File: src/rtl/ksa_shuffle.sv
// RC4 key-scheduling swap pass over an external 256-byte S memory.
// It assumes S starts as the identity permutation and performs one read-read-write-write swap per index.
module ksa_shuffle #(
   parameter int KEY_BYTES = 3
) (
   input  logic                   clk,
   input  logic                   reset_n,
   input  logic                   start,
   input  logic [8*KEY_BYTES-1:0] secret_key,
   output logic [7:0]             mem_addr,
   output logic [7:0]             mem_wrdata,
   output logic                   mem_wren,
   input  logic [7:0]             mem_rddata,
   output logic                   busy,
   output logic                   done
);

   typedef enum logic [2:0] {
      IDLE, READ_I, CAPT_I, READ_J, CAPT_J, WRITE_I, WRITE_J
   } state_t;

   localparam int KW = (KEY_BYTES > 1) ? $clog2(KEY_BYTES) : 1;

   state_t        state_q, state_d;
   logic [7:0]    i_q, i_d, j_q, j_d, si_q, si_d, sj_q, sj_d;
   logic [KW-1:0] kidx_q, kidx_d;
   logic          done_q, done_d;
   logic [7:0]    keyByte;

   // kidx tracks i mod KEY_BYTES incrementally so no divider is needed
   always_comb begin
      keyByte = '0;
      for (int k = 0; k < KEY_BYTES; k++) begin
         if (kidx_q == KW'(k)) keyByte = secret_key[8*(KEY_BYTES-1-k) +: 8];
      end
   end

   always_ff @(posedge clk or negedge reset_n) begin
      if (!reset_n) begin
         state_q <= IDLE;
         i_q     <= '0;
         j_q     <= '0;
         si_q    <= '0;
         sj_q    <= '0;
         kidx_q  <= '0;
         done_q  <= 1'b0;
      end else begin
         state_q <= state_d;
         i_q     <= i_d;
         j_q     <= j_d;
         si_q    <= si_d;
         sj_q    <= sj_d;
         kidx_q  <= kidx_d;
         done_q  <= done_d;
      end
   end

   always_comb begin
      state_d = state_q;
      i_d     = i_q;
      j_d     = j_q;
      si_d    = si_q;
      sj_d    = sj_q;
      kidx_d  = kidx_q;
      done_d  = done_q;
      case (state_q)
         IDLE: begin
            if (start) begin
               i_d     = '0;
               j_d     = '0;
               kidx_d  = '0;
               done_d  = 1'b0;
               state_d = READ_I;
            end
         end
         READ_I:  state_d = CAPT_I;
         CAPT_I: begin
            si_d    = mem_rddata;
            j_d     = j_q + mem_rddata + keyByte;
            state_d = READ_J;
         end
         READ_J:  state_d = CAPT_J;
         CAPT_J: begin
            sj_d    = mem_rddata;
            state_d = WRITE_I;
         end
         WRITE_I: state_d = WRITE_J;
         WRITE_J: begin
            i_d    = i_q + 8'd1;
            kidx_d = (kidx_q == KW'(KEY_BYTES-1)) ? '0 : kidx_q + 1'b1;
            // The 255->0 wrap of i ends the pass
            if (i_q == 8'hFF) begin
               done_d  = 1'b1;
               state_d = IDLE;
            end else begin
               state_d = READ_I;
            end
         end
         default: state_d = IDLE;
      endcase
   end

   always_comb begin
      mem_addr   = '0;
      mem_wrdata = '0;
      mem_wren   = 1'b0;
      case (state_q)
         READ_I:  mem_addr = i_q;
         READ_J:  mem_addr = j_q;
         WRITE_I: begin
            mem_addr   = i_q;
            mem_wrdata = sj_q;
            mem_wren   = 1'b1;
         end
         WRITE_J: begin
            mem_addr   = j_q;
            mem_wrdata = si_q;
            mem_wren   = 1'b1;
         end
         default: ;
      endcase
      busy = (state_q != IDLE);
      done = done_q;
   end

endmodule

File: config.mk
export PLATFORM = sky130hd
export DESIGN_NAME = ksa_shuffle
export DESIGN_NICKNAME = d
export VERILOG_FILES = /design/src/rtl/ksa_shuffle.sv
export SDC_FILE = /design/constraint.sdc
export NUM_CORES = 1
export LEC_CHECK = 0
export CAP_MARGIN = 20
export CORE_UTILIZATION = 46
export CTS_CLUSTER_SIZE = 30
export DETAILED_ROUTE_END_ITERATION = 6
export HOLD_SLACK_MARGIN = 0.06
export PLACE_DENSITY = 0.89
export SLEW_MARGIN = 30
export SYNTH_ARGS = -nofsm -noshare
export SYNTH_HDL_FRONTEND = slang
export SYNTH_SLANG_ARGS = --single-unit
File: constraint.sdc
create_clock -name clk -period 2.8 [get_ports clk]
set_input_delay 0.42 -clock clk [delete_from_list [all_inputs] [get_ports clk]]
set_output_delay 0.42 -clock clk [all_outputs]
set_load 0.02 [all_outputs]
* After elaboration in Yosys (flattened, before gate mapping)
Index checks and enable logic that the tools add are counted.
Storage, ports and cells: register bits 38, input bits 35, output and inout bits 19, word-level logic and storage cells 51
Operators by class: add/sub/neg operators 4, equality and inequality tests 11, multiplexer cells 18, reductions and logical operators 11
Operators by type and width (number):
- 8-bit one-hot mux with 2 select lines | 4
- 8-bit 2-to-1 mux | 4
- 3-bit one-hot mux with 7 select lines | 1
- 8-bit adder | 2
- 3-bit equality test, second input constant | 3
- 8-bit by 1-bit adder with 8-bit output, second input constant | 1
- 8-bit equality test, second input constant | 1
- 3-bit by 2-bit equality test with 1-bit output, second input constant | 2
- 2-bit OR reduction | 3
- 1-bit 2-to-1 mux | 4
- 2-bit 2-to-1 mux | 2
- 2-bit != test, second input constant | 2
- 2-bit one-hot mux with 2 select lines | 1
- 2-bit AND reduction | 2
- 2-bit nonzero test | 2
- 3-bit by 1-bit equality test with 1-bit output, second input constant | 1
- 3-bit logical NOT | 1
- 3-bit 2-to-1 mux | 1
- 3-bit AND reduction | 1
- 3-bit nonzero test | 1
- 2-bit by 1-bit adder with 2-bit output, second input constant | 1
- 2-bit by 1-bit equality test with 1-bit output, second input constant | 1
- 2-bit equality test, second input constant | 1
- 2-bit logical NOT | 1
- 1-bit one-hot mux with 2 select lines | 1

* Longest topological paths before layout
Gate-level depths: netlist (run 1).
depth in word-level cells 6, gate-level depth with buffers 13, depth with buffers taken out 12

* Worst setup path before layout (run 1)
No wires, ideal clock.
path type reg-to-reg, start register kidx_q[0], end register j_q[7], setup time 83 ps, arrival 2605 ps, required time 2717 ps, slack 113 ps, cell stages (with the launch flop) 13, buffers on the path 1, clock period less this slack 2687 ps, cell sequence dfrtp_1 -> buf_2 -> mux2i_1 -> o21ai_0 -> fa_1 -> ha_1 -> inv_1 -> fa_1 -> nand2b_1 -> a21oi_1 -> o22ai_1 -> xnor2_1 -> o21ai_0
Between the ends: longest elaborated chain between the ends 6, elaborated cells on any way between the ends 8, those cells by class add/sub: 1; eq/ne: 2; mux: 4; reduce/logical: 1
Ends and longest elaborated chain:
- start, declared | RTL line 26 | logic [KW-1:0] kidx_q, kidx_d;
- start signal, assigned | RTL line 53 | kidx_q <= kidx_d;
- 2-bit logical NOT | RTL line 34 | if (kidx_q == KW'(k)) keyByte = secret_key[8*(KEY_BYTES-1-k) +: 8];
- 8-bit 2-to-1 mux (2 in a row) | RTL line 34
- 8-bit 2-to-1 mux (*) | RTL line 34
- 8-bit adder (*) | RTL line 79 | j_d = j_q + mem_rddata + keyByte;
- 8-bit one-hot mux with 2 select lines (*) | RTL line 66 | case (state_q)
- end signal, assigned | RTL line 50 | j_q <= j_d;
- end, declared | RTL line 25 | logic [7:0] i_q, i_d, j_q, j_d, si_q, si_d, sj_q, sj_d;
Every way passes the cells marked *; elsewhere a longest branch is shown, timed or not. A chain may end at the register's enable or synchronous reset.

* Final worst setup path (run 1)
start input port secret_key[18], end register j_q[6]
Between the ends: longest elaborated chain between the ends 5
Ends and longest elaborated chain:
- start, declared | RTL line 9 | input logic [8*KEY_BYTES-1:0] secret_key,
- 8-bit 2-to-1 mux (3 in a row) | RTL line 34
- 8-bit adder | RTL line 79
- 8-bit one-hot mux with 2 select lines | RTL line 66
Every way passes these cells.

==> results of run 1 <==
-- flip-flops by register name, indices dropped and copies added (netlist names) --
signal   cells
sj_q         8
state_q      3
si_q         8
kidx_q       2
done         1
j_q          8
i_q          8
-- per-layer routing --
metal,vias up,GRT usage [%],routed length (um)
li1,1051,-,-
met1,1090,29.2,2600
met2,71,42.8,3350
met3,17,4.10,265
met4,0,12.3,184
met5,-,0,0
-- worst paths after layout --
path                       slack [ns]                  start                endpoint
max                              0.11         secret_key[18]      j_q[6]$_DFFE_PN0P_
min                              0.21                reset_n   kidx_q[1]$_DFFE_PN0P_
max reg2reg                      0.11  kidx_q[0]$_DFFE_PN0P_      j_q[5]$_DFFE_PN0P_
min reg2reg                      0.49    si_q[1]$_DFFE_PN0P_     si_q[1]$_DFFE_PN0P_
max in group asynchronous        2.01                reset_n  state_q[2]$_DFFE_PN0P_
min in group clk                 0.49    si_q[1]$_DFFE_PN0P_     si_q[1]$_DFFE_PN0P_
-- cell type report --
class                           count  area share [%]
Sequential cell                    38            29.1
Timing Repair Buffer               68            19.4
Multi-Input combinational cell    201            42.9
Clock inverter                      3            2.10
Clock buffer                        5            2.10
Inverter                           15            1.72
Tap cell                           70            2.67
-- cell usage in the layout, fill, tap and decap left out, types with 4 or more instances in the layout --
cell,count
nand3_1,4
nor2_1,17
mux2i_1,9
clkbuf_8,5
inv_1,14
dfrtp_1,36
fa_1,8
a22oi_1,8
a22o_1,11
mux2_2,8
o21ai_1,9
buf_4,15
a21oi_1,4
o21ai_0,20
xnor2_1,4
ha_1,7
clkdlybuf4s50_1,52
nand2_1,49
-- what timing repair did --
| action | in CTS | in global routing |
|---|---|---|
| resized for setup | 2 | 7 |
| buffers inserted | 0 | 1 |
| gates cloned | 0 | 0 |
| setup endpoints to repair | 2 | 9 |
| hold buffers | 0 | 0 |
-- per-stage QoR --
step           hold slack [ns]  area, sq um  utilization (%)  total power, mW
2_1_floorplan            0.124         2470                -             2.38
3_3_place_gp             0.460         3110             60.6             2.90
3_5_place_dp             0.467         3110             60.6             3.01
4_1_cts                  0.240         3250             63.3             3.62
5_1_grt                  0.290         3280             63.9             3.98
6_report                 0.214         3280             63.9             3.72
-- worst register-to-register path, delay by kind of cell, from the launching register on --
kind	cells	cell delay (ns)
and+or+nand+nor	3	0.30
AOI/OAI and AO/OA	3	0.38
adders and majority gates	3	1.07
muxes	1	0.21
buffers and inverters	2	0.19
DFF	1	0.48
-- logic make-up after synthesis --
logic type,Yosys count,share of synthesized area (%)
AOI/OAI and AO/OA,66,17.3
xor gates and xnor gates,7,2.48
adders and majority gates,15,10.0
buffers and inverters,28,5.46
DFF,38,38.4
muxes,18,7.74
and+or+nand+nor,95,18.6
-- report_power, final --
group	internal [mW]	leakage (nW)	switching (mW)	total (mW)
clock	0.357	0.0683	0.222	0.579
sequential	0.760	0.483	0.212	0.972
combinational	1.02	0.856	1.14	2.16
==> run metrics, run 1 <==
maxcap violations=0; Worst EP arrival=2.93 ns; global route overflow=0; drt pass-1 iters=4; asr flop ratio synth=100%; CTS tree=yes; cts bufs inserted=5; most frequent CP cell=a21o_1; crit path launch type=input pin; Fin Setup TNS=0 ns; # setup viols final=0; crit end category=register; hpwl dp=4710 um; DR iter-0 viols=176; Layout area overhead=32.7%; Slew headroom=43.5%; Final Max Slew Viols=0; nets@finish=379; Reg area=953 sq um; CP top delay family=adder cells; chip height=roughly 75 um; count leader, synth=nand2_1; Period minus WS final=2.69 ns; final hold violation count=0; post-synthesis instance total=267; initial core utilization=about half; clk sinks=38; synth warn=0; ANT cells=0; Yosys top cell area share=between 30% and 40%; synth cell count leaders=49 x nand2_1, 38 x dfrtp_1, 22 x o21ai_0; leakage=1.41 nW; Fillers=414; CP max stage delay=0.49 ns; post-synth top area cell=dfrtp_1; crit path max fanout=2; Worst Tran Pin Value=0.847 ns; Reg clk slew, reported paths=0.08 ns; synth unique cells=50; crit-path cells=clkdlybuf4s50_1, mux2i_1, o21ai_0, fa_1, ha_1, a21o_1, a21o_1, a21oi_1, mux2_2, nand3_1; first-pass GRT wire length=10200 um; Max clock buf depth=2; IO Pins=54; Final Skew=about 0.0035 ns; DR vias=approximately 2200; pwr dens=1130 nW/um^2; Tot GR Track Use=24.5%; number of H-tree levels=2; row count=26; Req. time, crit path=3.05 ns; Tcrit/Tclk final=96.0%; port bufs=53; Wirelength per Cell=about 16 um; Placement Setup Slack=-0.214 ns; Cell Area, Synth=about 2500 sq um; Reg2Reg Depth=12; Synth Net Count=317; largest net degree at the start of global routing=39; HP Class=in -> async; vias in the first global route=2198; final setup margin=between 0.1 and 0.15 ns; Final ANT Viol Nets=0; syn_area_per_cell=about 9.3 sq um; Non-Filler Instances=400; die area=roughly 5700 sq um; post-DR vias/cell=5.57; GP Congestion=0.878; Die X=75.3 um; DRC Markers=0; layout cell share with drive strength beyond 1=14.8%; Clk Latency, worst-skew pair=between 0.3 and 0.4 ns; Max Clk Rate=0.372 GHz; Routed WL=between 6000 and 7000 um; area of the core=just over 5000 sq um; DP Cell Count=391; WP buf/inv=1; CP max stage cell=fa_1; Worst path depth=10; clk root buf=clkbuf_8; EDFF count, synth=0; Primary FF master, synth=dfrtp_1; post-synthesis register bit count=38; status=complete, no violations; post-synthesis sequential area ratio=38.4%; multi-input gate area in the final layout=1410 sq um; WS Path Type=in -> reg; synth top area cells=dfrtp_1 38%, nand2_1 7.4%, fa_1 6.5%; initial antenna violation count=0; Peak supply drop=0.491 mV
Power figures use the tool's default switching activity.
==> run 2, diff against run 1 <==
--- a/config.mk
+++ b/config.mk
@@ -10,7 +10,7 @@
 export CTS_CLUSTER_SIZE = 30
 export DETAILED_ROUTE_END_ITERATION = 6
 export HOLD_SLACK_MARGIN = 0.06
-export PLACE_DENSITY = 0.89
+export PLACE_DENSITY = 0.81
 export SLEW_MARGIN = 30
 export SYNTH_ARGS = -nofsm -noshare
 export SYNTH_HDL_FRONTEND = slang
==> run metrics, run 2 (same netlist as run 1, synthesis figures left out) <==
Worst Tran Pin Value=between 0.8 and 0.9 ns; Period minus WS final=2.67 ns; # setup viols final=0; Reg clk slew, reported paths=around 0.080 ns; unrepaired setup endpoints after global routing=true; Slew headroom=a little over two fifths; row count=26; Max Clk Rate=about 0.37 GHz; Highest Signal Layer=met4; largest net degree at the start of global routing=39; port bufs=53; Req. time, crit path=2.97 ns; crit end category=register; CTS tree=yes; HP Class=in -> async; vias in the first global route=a little over 2000; met1 WL=~2600 um; multi-input gate area in the final layout=1400 sq um; Max clock buf depth=2; leakage=1.40 nW; area of the core=around 5100 sq um; Die X=75.3 um; Final Skew=between 0.005 and 0.006 ns; Placement Setup Slack=-0.188 ns; Layout Utilization=approximately 64%; IO Pins=54; initial antenna violation count=0; DR vias=2160; Setup crit end=j_q[7]$_DFFE_PN0P_; Wirelength per Cell=15.1 um; Fin Setup TNS=0 ns; Fin Hold WS=0.221 ns; Reg2Reg Depth=11; pwr dens=1120 nW/um^2; Peak supply drop=0.681 mV; Tot GR Track Use=between 20% and 30%; FF-to-FF End=j_q[7]$_DFFE_PN0P_; reg2reg setup slack=approximately 0.13 ns; worst r2r src=kidx_q[0]$_DFFE_PN0P_; post-DR vias/cell=between 5 and 6; CP max stage delay=0.49 ns; commonest non-fill, non-tap cell in the layout=clkdlybuf4s50_1; layout cell share with drive strength beyond 1=approximately 15%; commonest cells after routing, fill and taps aside=52 x clkdlybuf4s50_1, 49 x nand2_1, 35 x dfrtp_1; Final Max Slew Viols=0; ANT cells=0; Fillers=449; hpwl dp=4580 um; CP max stage cell=fa_1; die area=5670 sq um; final setup margin=0.133 ns; initial core utilization=48.1%; Clk Latency, worst-skew pair=about 0.30 ns; crit path max fanout=6; first-pass GRT wire length=10000 um; critical path startpoint=kidx_q[0]$_DFFE_PN0P_; met2 WL=3030 um; clk sinks=38; status=complete, no violations; crit-path cells=nor2b_2, buf_4, nand2_1, o21ai_0, fa_1, ha_1, o21ai_0, a21oi_2, o22ai_1, xnor2_1, o21ai_0; DRC Markers=0; Tcrit/Tclk final=95.3%; crit path launch type=register; chip height=75.3 um; maxcap violations=0; Reg area=955 sq um; DR iter-0 viols=roughly 180; final hold violation count=0; Worst EP arrival=2.84 ns; Layout area overhead=32.1%; Routed WL=between 6000 and 7000 um; most frequent CP cell=o21ai_0; drt pass-1 iters=5; number of H-tree levels=2; met3 WL post-DR=241 um; cts bufs inserted=5; nets@finish=378; GP Congestion=approximately 0.85; global route overflow=0; clk root buf=clkbuf_8; WS Path Type=reg -> reg; Final ANT Viol Nets=0
run 2: repair_timing:
action	CTS	global route
setup endpoints to repair	1	8
resized for setup	1	5
pin swaps	0	1
buffers inserted	0	1
hold buffers	0	0
run 2: through the flow:
step | std cells | instance area [sq um] | total power [mW]
after detailed placement | 390 | 3110 | 3.03
after CTS | 398 | 3250 | 3.63
after global routing | 399 | 3270 | 3.96
after floorplan | 267 | 2470 | 2.38
final | 399 | 3270 | 3.65
after global placement | 390 | 3110 | 2.92
run 2: worst min path at each step:
stage          slack, ns  depth (start not counted)                   to                start
6_report            0.22                          1   i_q[0]$_DFFE_PN0P_              reset_n
3_3_place_gp        0.46                          2  si_q[2]$_DFFE_PN0P_  si_q[2]$_DFFE_PN0P_
4_1_cts             0.24                          1   i_q[0]$_DFFE_PN0P_              reset_n
3_5_place_dp        0.47                          2  si_q[2]$_DFFE_PN0P_  si_q[2]$_DFFE_PN0P_
2_1_floorplan       0.12                          0     done$_DFFE_PN0P_              reset_n
5_1_grt             0.29                          1   i_q[0]$_DFFE_PN0P_              reset_n
run 2: routing by layer:
layer,vias to the layer above,global-route usage (%)
met1,1049,32.5
met2,53,39.2
li1,1045,-
met4,0,8.85
met5,-,0
met3,13,3.97
run 2: power by group:
part           total, mW  internal, mW  switching (mW)
logic               2.08          1.00            1.08
registers          0.982         0.761           0.221
clock network      0.584         0.380           0.204
run 2: layout make-up:
cell class              count  area share (%)
multi-input cells         201            42.7
flip-flops and latches     38            29.2
repair buffers             67            19.3
well taps                  70            2.68
clock buffers               6            2.53
clock inverters             2            1.84
inverters                  15            1.72
run 2: critical path: cells and delay by family (launching register included):
kind                     cells  cell delay (ns)
buffers and inverters        1             0.17
AO/OA/AOI/OAI                5             0.65
flip-flops                   1             0.48
XOR/XNOR                     1             0.13
AND/OR/NAND/NOR              2             0.26
adder cells (fa/ha/maj)      2             0.84
